**src/rtl/btn_debouncer_pkg.sv**
```systemverilog
// Shared constants for the push-button debouncer: state encoding and default intervals.
// BTN_AUTO_REPEAT_EN adds the MCEN_ST/REPT auto-repeat states to the encoding.
package btn_debouncer_pkg;

  localparam int unsigned DB_CYCLES_DEF     = 1000000;
  localparam int unsigned HOLD_CYCLES_DEF   = 50000000;
  localparam int unsigned REPEAT_CYCLES_DEF = 10000000;

  typedef enum logic [2:0] {
    INI     = 3'd0,
    WQ      = 3'd1,
    SCEN_ST = 3'd2,
    HOLD    = 3'd3,
`ifdef BTN_AUTO_REPEAT_EN
    MCEN_ST = 3'd4,
    REPT    = 3'd5,
`endif
    WFCR    = 3'd6
  } state_t;

  function automatic int unsigned max3(input int unsigned a, input int unsigned b,
                                       input int unsigned c);
    int unsigned m;
    m = (a > b) ? a : b;
    return (m > c) ? m : c;
  endfunction

endpackage

```
**src/rtl/sync_2ff.sv**
```systemverilog
// Two-flop synchroniser for a single asynchronous level input; reusable for any async pin.
module sync_2ff (
  input  logic clk,
  input  logic rst,
  input  logic d,
  output logic q
);

  logic meta;

  always_ff @(posedge clk) begin
    if (rst) begin
      meta <= 1'b0;
      q    <= 1'b0;
    end else begin
      meta <= d;
      q    <= meta;
    end
  end

endmodule

```
**src/rtl/btn_debouncer.sv**
```systemverilog
// Push-button debouncer with single-press (scen) and auto-repeat (mcen) enables.
// Define BTN_AUTO_REPEAT_EN to enable auto-repeat; otherwise mcen mirrors scen.
module btn_debouncer
  import btn_debouncer_pkg::*;
#(
  parameter int unsigned DB_CYCLES     = DB_CYCLES_DEF,
  parameter int unsigned HOLD_CYCLES   = HOLD_CYCLES_DEF,
  parameter int unsigned REPEAT_CYCLES = REPEAT_CYCLES_DEF
) (
  input  logic clk,
  input  logic rst,
  input  logic btn_in,
  output logic db_level,
  output logic scen,
  output logic mcen
);

  localparam int unsigned CNT_MAX = max3(DB_CYCLES, HOLD_CYCLES, REPEAT_CYCLES);
  localparam int CNT_W = (CNT_MAX > 2) ? $clog2(CNT_MAX) : 1;

  localparam logic [CNT_W-1:0] DB_LAST   = CNT_W'(DB_CYCLES - 1);
`ifdef BTN_AUTO_REPEAT_EN
  localparam logic [CNT_W-1:0] HOLD_LAST = CNT_W'(HOLD_CYCLES - 1);
  localparam logic [CNT_W-1:0] REPT_LAST = CNT_W'(REPEAT_CYCLES - 1);
`endif

  logic             btn_sync;
  state_t           state, state_nxt;
  logic [CNT_W-1:0] cnt, cnt_nxt;

  sync_2ff u_sync (
    .clk (clk),
    .rst (rst),
    .d   (btn_in),
    .q   (btn_sync)
  );

  // One counter is shared by every timed state; each state entry restarts it from zero.
  always_comb begin
    state_nxt = state;
    cnt_nxt   = cnt;
    case (state)
      INI: begin
        cnt_nxt = '0;
        if (btn_sync) state_nxt = WQ;
      end
      WQ: begin
        if (!btn_sync) begin
          state_nxt = INI;
          cnt_nxt   = '0;
        end else if (cnt == DB_LAST) begin
          state_nxt = SCEN_ST;
          cnt_nxt   = '0;
        end else begin
          cnt_nxt = cnt + CNT_W'(1);
        end
      end
      SCEN_ST: begin
        state_nxt = HOLD;
        cnt_nxt   = '0;
      end
      HOLD: begin
        if (!btn_sync) begin
          state_nxt = WFCR;
          cnt_nxt   = '0;
`ifdef BTN_AUTO_REPEAT_EN
        end else if (cnt == HOLD_LAST) begin
          state_nxt = MCEN_ST;
          cnt_nxt   = '0;
        end else begin
          cnt_nxt = cnt + CNT_W'(1);
        end
`else
        end else begin
          cnt_nxt = '0;
        end
`endif
      end
`ifdef BTN_AUTO_REPEAT_EN
      MCEN_ST: begin
        state_nxt = REPT;
        cnt_nxt   = '0;
      end
      REPT: begin
        if (!btn_sync) begin
          state_nxt = WFCR;
          cnt_nxt   = '0;
        end else if (cnt == REPT_LAST) begin
          state_nxt = MCEN_ST;
          cnt_nxt   = '0;
        end else begin
          cnt_nxt = cnt + CNT_W'(1);
        end
      end
`endif
      WFCR: begin
        // A high glitch during release restarts the whole release interval.
        if (btn_sync) begin
          cnt_nxt = '0;
        end else if (cnt == DB_LAST) begin
          state_nxt = INI;
          cnt_nxt   = '0;
        end else begin
          cnt_nxt = cnt + CNT_W'(1);
        end
      end
      default: begin
        state_nxt = INI;
        cnt_nxt   = '0;
      end
    endcase
  end

  // Outputs are registered from the next state so they line up with the state register.
  always_ff @(posedge clk) begin
    if (rst) begin
      state    <= INI;
      cnt      <= '0;
      db_level <= 1'b0;
      scen     <= 1'b0;
      mcen     <= 1'b0;
    end else begin
      state    <= state_nxt;
      cnt      <= cnt_nxt;
      db_level <= (state_nxt != INI) && (state_nxt != WQ);
      scen     <= (state_nxt == SCEN_ST);
`ifdef BTN_AUTO_REPEAT_EN
      mcen     <= (state_nxt == SCEN_ST) || (state_nxt == MCEN_ST);
`else
      mcen     <= (state_nxt == SCEN_ST);
`endif
    end
  end

endmodule

```
**config.mk**
```make
export PLATFORM = sky130hd
export DESIGN_NAME = btn_debouncer
export DESIGN_NICKNAME = d
export VERILOG_FILES = /design/src/rtl/btn_debouncer_pkg.sv /design/src/rtl/sync_2ff.sv /design/src/rtl/btn_debouncer.sv
export SDC_FILE = /design/constraint.sdc
export NUM_CORES = 1
export LEC_CHECK = 0
export BUFFER_PORTS_ARGS = -buffer_cell sky130_fd_sc_hd__clkbuf_2
export CORE_MARGIN = 2
export CORE_UTILIZATION = 64
export DETAILED_ROUTE_END_ITERATION = 10
export GPL_ROUTABILITY_DRIVEN = 1
export PLACE_DENSITY = 0.86
export SLEW_MARGIN = 30
export SYNTH_ARGS = -nofsm -noshare
export SYNTH_HDL_FRONTEND = slang
export SYNTH_SLANG_ARGS = --single-unit
```
**constraint.sdc**
```tcl
create_clock -name clk -period 4.05 [get_ports clk]
set_input_delay 0 -clock clk [delete_from_list [all_inputs] [get_ports clk]]
set_output_delay 0 -clock clk [all_outputs]
set_load 0.05 [all_outputs]
```
==> results.sh <==
export IMPL_final_common_cell="dfxtp_1"
export IMPL_ant_nets=0
export IMPL_mostFrequentLayoutCells="dfxtp_1 (33), nor2_1 (17), a21oi_1 (14), nand2_1 (10), or3_1 (10)"
export IMPL_synth_xor_area_share_pct=6.50
export IMPL_fp_dieW_um=52.1
export IMPL_reg2reg_to="cnt[24]"
export IMPL_place_congestion=0.830
export IMPL_crit_arrival_ns=2.35
export IMPL_synth_top_family_by_area="simple AND/OR/NAND/NOR gates"
export IMPL_ctsResizeCount=0
export IMPL_synthMuxAreaShare_pct=0
export IMPL_clockBufferDepth=2
export IMPL_fill_cells=160
export IMPL_place_area_um2=1520
export IMPL_r2r_start="cnt[0]"
export IMPL_ios=6
export IMPL_drive_gt1_share_pct=9.44
export IMPL_wire_per_inst_um=14.0
export IMPL_cts_made_buffers=5
export IMPL_drtIter0Drc=37
export IMPL_num_vias=1250
export IMPL_fin_crit_sh_pct=51.8
export IMPL_fin_nets=184
export IMPL_die_area_um2=2720
export IMPL_placed_cells=198
export IMPL_grt_max_degree=27
export IMPL_fp_dieH_um=52.1
export IMPL_antenna_found_initial=0
export IMPL_drv_slew=0
export IMPL_fin_setup_tns_ns=0
export IMPL_crit_fanout=12
export IMPL_syn_to_final_growth_pct=8.02
export IMPL_r2r_slack_ns=1.95
export IMPL_yosysTopAreaCellShare_pct=44.6
export IMPL_vias_per_cell=6.01
export IMPL_diodes=0
export IMPL_cp_start_kind="flop"
export IMPL_synth_top_area_cell="dfxtp_1"
export IMPL_rows=17
export IMPL_leakage_uw=0.000458
export IMPL_cts_root_buf="clkbuf_4"
export IMPL_finalWirelength_mm=2.91
export IMPL_syn_area_um2=1480
export IMPL_clkSlewWorstSetupHoldPaths_ns=0.10
export IMPL_setup_worst_path_class="flop to flop"
export IMPL_relSlewSlack_pct=74.9
export IMPL_core_area_um2=2190
export IMPL_ys_warn_count=0
export IMPL_syn_avg_cell_area_um2=8.77
export IMPL_outcome="complete, no violations"
export IMPL_cellPowerDensity_nw_per_um2=339
export IMPL_grtUsageMet1_pct=32.0
export IMPL_grt_pass1_wl_mm=5.09
export IMPL_hold_path_class="flop to flop"
export IMPL_postCtsSetupBuffers=0
export IMPL_busiest_layer="met2"
export IMPL_grt_remaining_overflow=0
export IMPL_grtUsageMet2_pct=42.2
export IMPL_period_minus_slack_ns=2.10
export IMPL_stdcell_count=208
export IMPL_tightest_slew_ns=0.373
export IMPL_min_from="u_sync.meta"
export IMPL_cp_required_ns=4.31
export IMPL_insertion_delay_ns=0.33
export IMPL_synth_area_leaders="dfxtp_1 (45%), xnor2_1 (5.3%), a21oi_1 (4.7%)"
export IMPL_dp_hpwl_mm=1.89
export IMPL_drc=0
export IMPL_finalSetupViolCount=0
export IMPL_track_usage_pct=25.9
export IMPL_drt_pass1_iterations=4
export IMPL_ys_ff_latch=33
export IMPL_cts_tree="done"
export IMPL_finClkSkew_ns=0.00562
export IMPL_cp_end_kind="flop"
export IMPL_netlist_instances=169
export IMPL_yosys_area_share_simple_pct=30.4
export IMPL_hold_viol_final=0
export IMPL_max_freq_ghz=0.477
export IMPL_yosysSeqAreaShare_pct=44.6
export IMPL_whs_path_depth=1
export IMPL_portBuffers=5
export IMPL_syn_num_nets=173
export IMPL_synth_compound_area_share_pct=13.4
export IMPL_drv_cap=0
export IMPL_initial_utilization_pct=67.7
export IMPL_rsz0062_at_grt="false"
export IMPL_grt_pass1_vias=1135
export IMPL_ys_types=31
export IMPL_cts_sinks=33
export IMPL_reg2reg_depth=5
export IMPL_peakVddDrop_v=0.000244
export IMPL_synth_fa_ha_area_share_pct=0.844
export IMPL_cts_htree_levels=2
export IMPL_design_area_um2=1600
export IMPL_use_met3_pct=8.62
export IMPL_hold_end="u_sync.q"
[worst max-delay path: stages (launching register included)]
cell	delay, ns
dfxtp_1	0.38
ha_1	0.23
nand3_2	0.14
or4_4	0.63
or4_1	0.49
a21oi_1	0.16
[registers in the layout (all words and copies together), names as in the netlist]
| signal | count |
|---|---|
| u_sync.meta | 1 |
| cnt | 26 |
| db_level | 1 |
| mcen | 1 |
| state | 3 |
| u_sync.q | 1 |
[metrics by stage]
| stage | util (%) | hold WS, ns | setup slack (ns) | power (uW) |
|---|---|---|---|---|
| 6_report | 73.1 | 0.457 | 1.95 | 543 |
| 5_1_grt | 73.1 | 0.495 | 1.84 | 569 |
| 2_1_floorplan | - | 0.0716 | 2.15 | 356 |
| 3_5_place_dp | 69.2 | 0.227 | 1.98 | 361 |
| 4_1_cts | 73.1 | 0.426 | 1.94 | 547 |
| 3_3_place_gp | 69.2 | 0.210 | 2.05 | 360 |
[cell families after synthesis]
logic type / count (synthesis)
adder cells (fa/ha/maj): 1
flip-flops: 33
buffers and inverters: 13
AO/OA/AOI/OAI: 34
XOR/XNOR: 11
AND/OR/NAND/NOR: 77
[where the power goes]
| group | switching (uW) | internal, uW |
|---|---|---|
| Clock | 105 | 81.9 |
| Sequential | 6.23 | 329 |
| Combinational | 12.6 | 8.48 |
| Total | 124 | 420 |
[area by class of cell]
type                    instances  area (um2)  area share, %
inverters                       8        30.0           1.87
well taps                      28        35.0           2.19
clock buffers                   7        55.1           3.44
repair buffers                  9        62.6           3.91
flip-flops and latches         33         661           41.2
multi-input cells             123         758           47.3
[worst max-delay path by stage]
stage,start,end,slack (ns),cells past startpoint
global placement,cnt[0],cnt[24],2.05,5
global route,cnt[0],cnt[24],1.84,5
finish,cnt[0],cnt[24],1.95,5
floorplan,cnt[0],cnt[16],2.15,6
CTS,cnt[0],cnt[24],1.94,5
detailed placement,cnt[0],cnt[24],1.98,5
[synthesized netlist by cell type, drive strengths merged]
| cell type | count |
|---|---|
| or4 | 6 |
| nand4 | 5 |
| nand4b | 3 |
| xor2 | 2 |
| nand3 | 9 |
| a21oi | 14 |
| o21ai | 9 |
| o211ai | 1 |
| and3 | 2 |
| nor3 | 4 |
| o31ai | 7 |
| o22ai | 1 |
| inv | 8 |
| nor2 | 17 |
| nor4 | 5 |
| o2bb2ai | 2 |
| nor2b | 2 |
| dfxtp | 33 |
| buf | 5 |
| nand4bb | 1 |
| ha | 1 |
| and4 | 2 |
| nand2 | 10 |
| nor4bb | 1 |
| xnor2 | 9 |
| or3 | 10 |
[per-layer routing]
metal | up-vias | part of all wire, %
li1 | 641 | -
met1 | 575 | 47
met2 | 30 | 47
met3 | 4 | 3.7
met4 | 0 | 1.6
met5 | - | 0
[timing repair]
action                                 4_1_cts  5_1_grt
hold buffers                                 3        0
setup endpoints to repair                    0        0
endpoints found under the hold margin        2        0
Note: power is estimated with default switching activity, not from simulation.
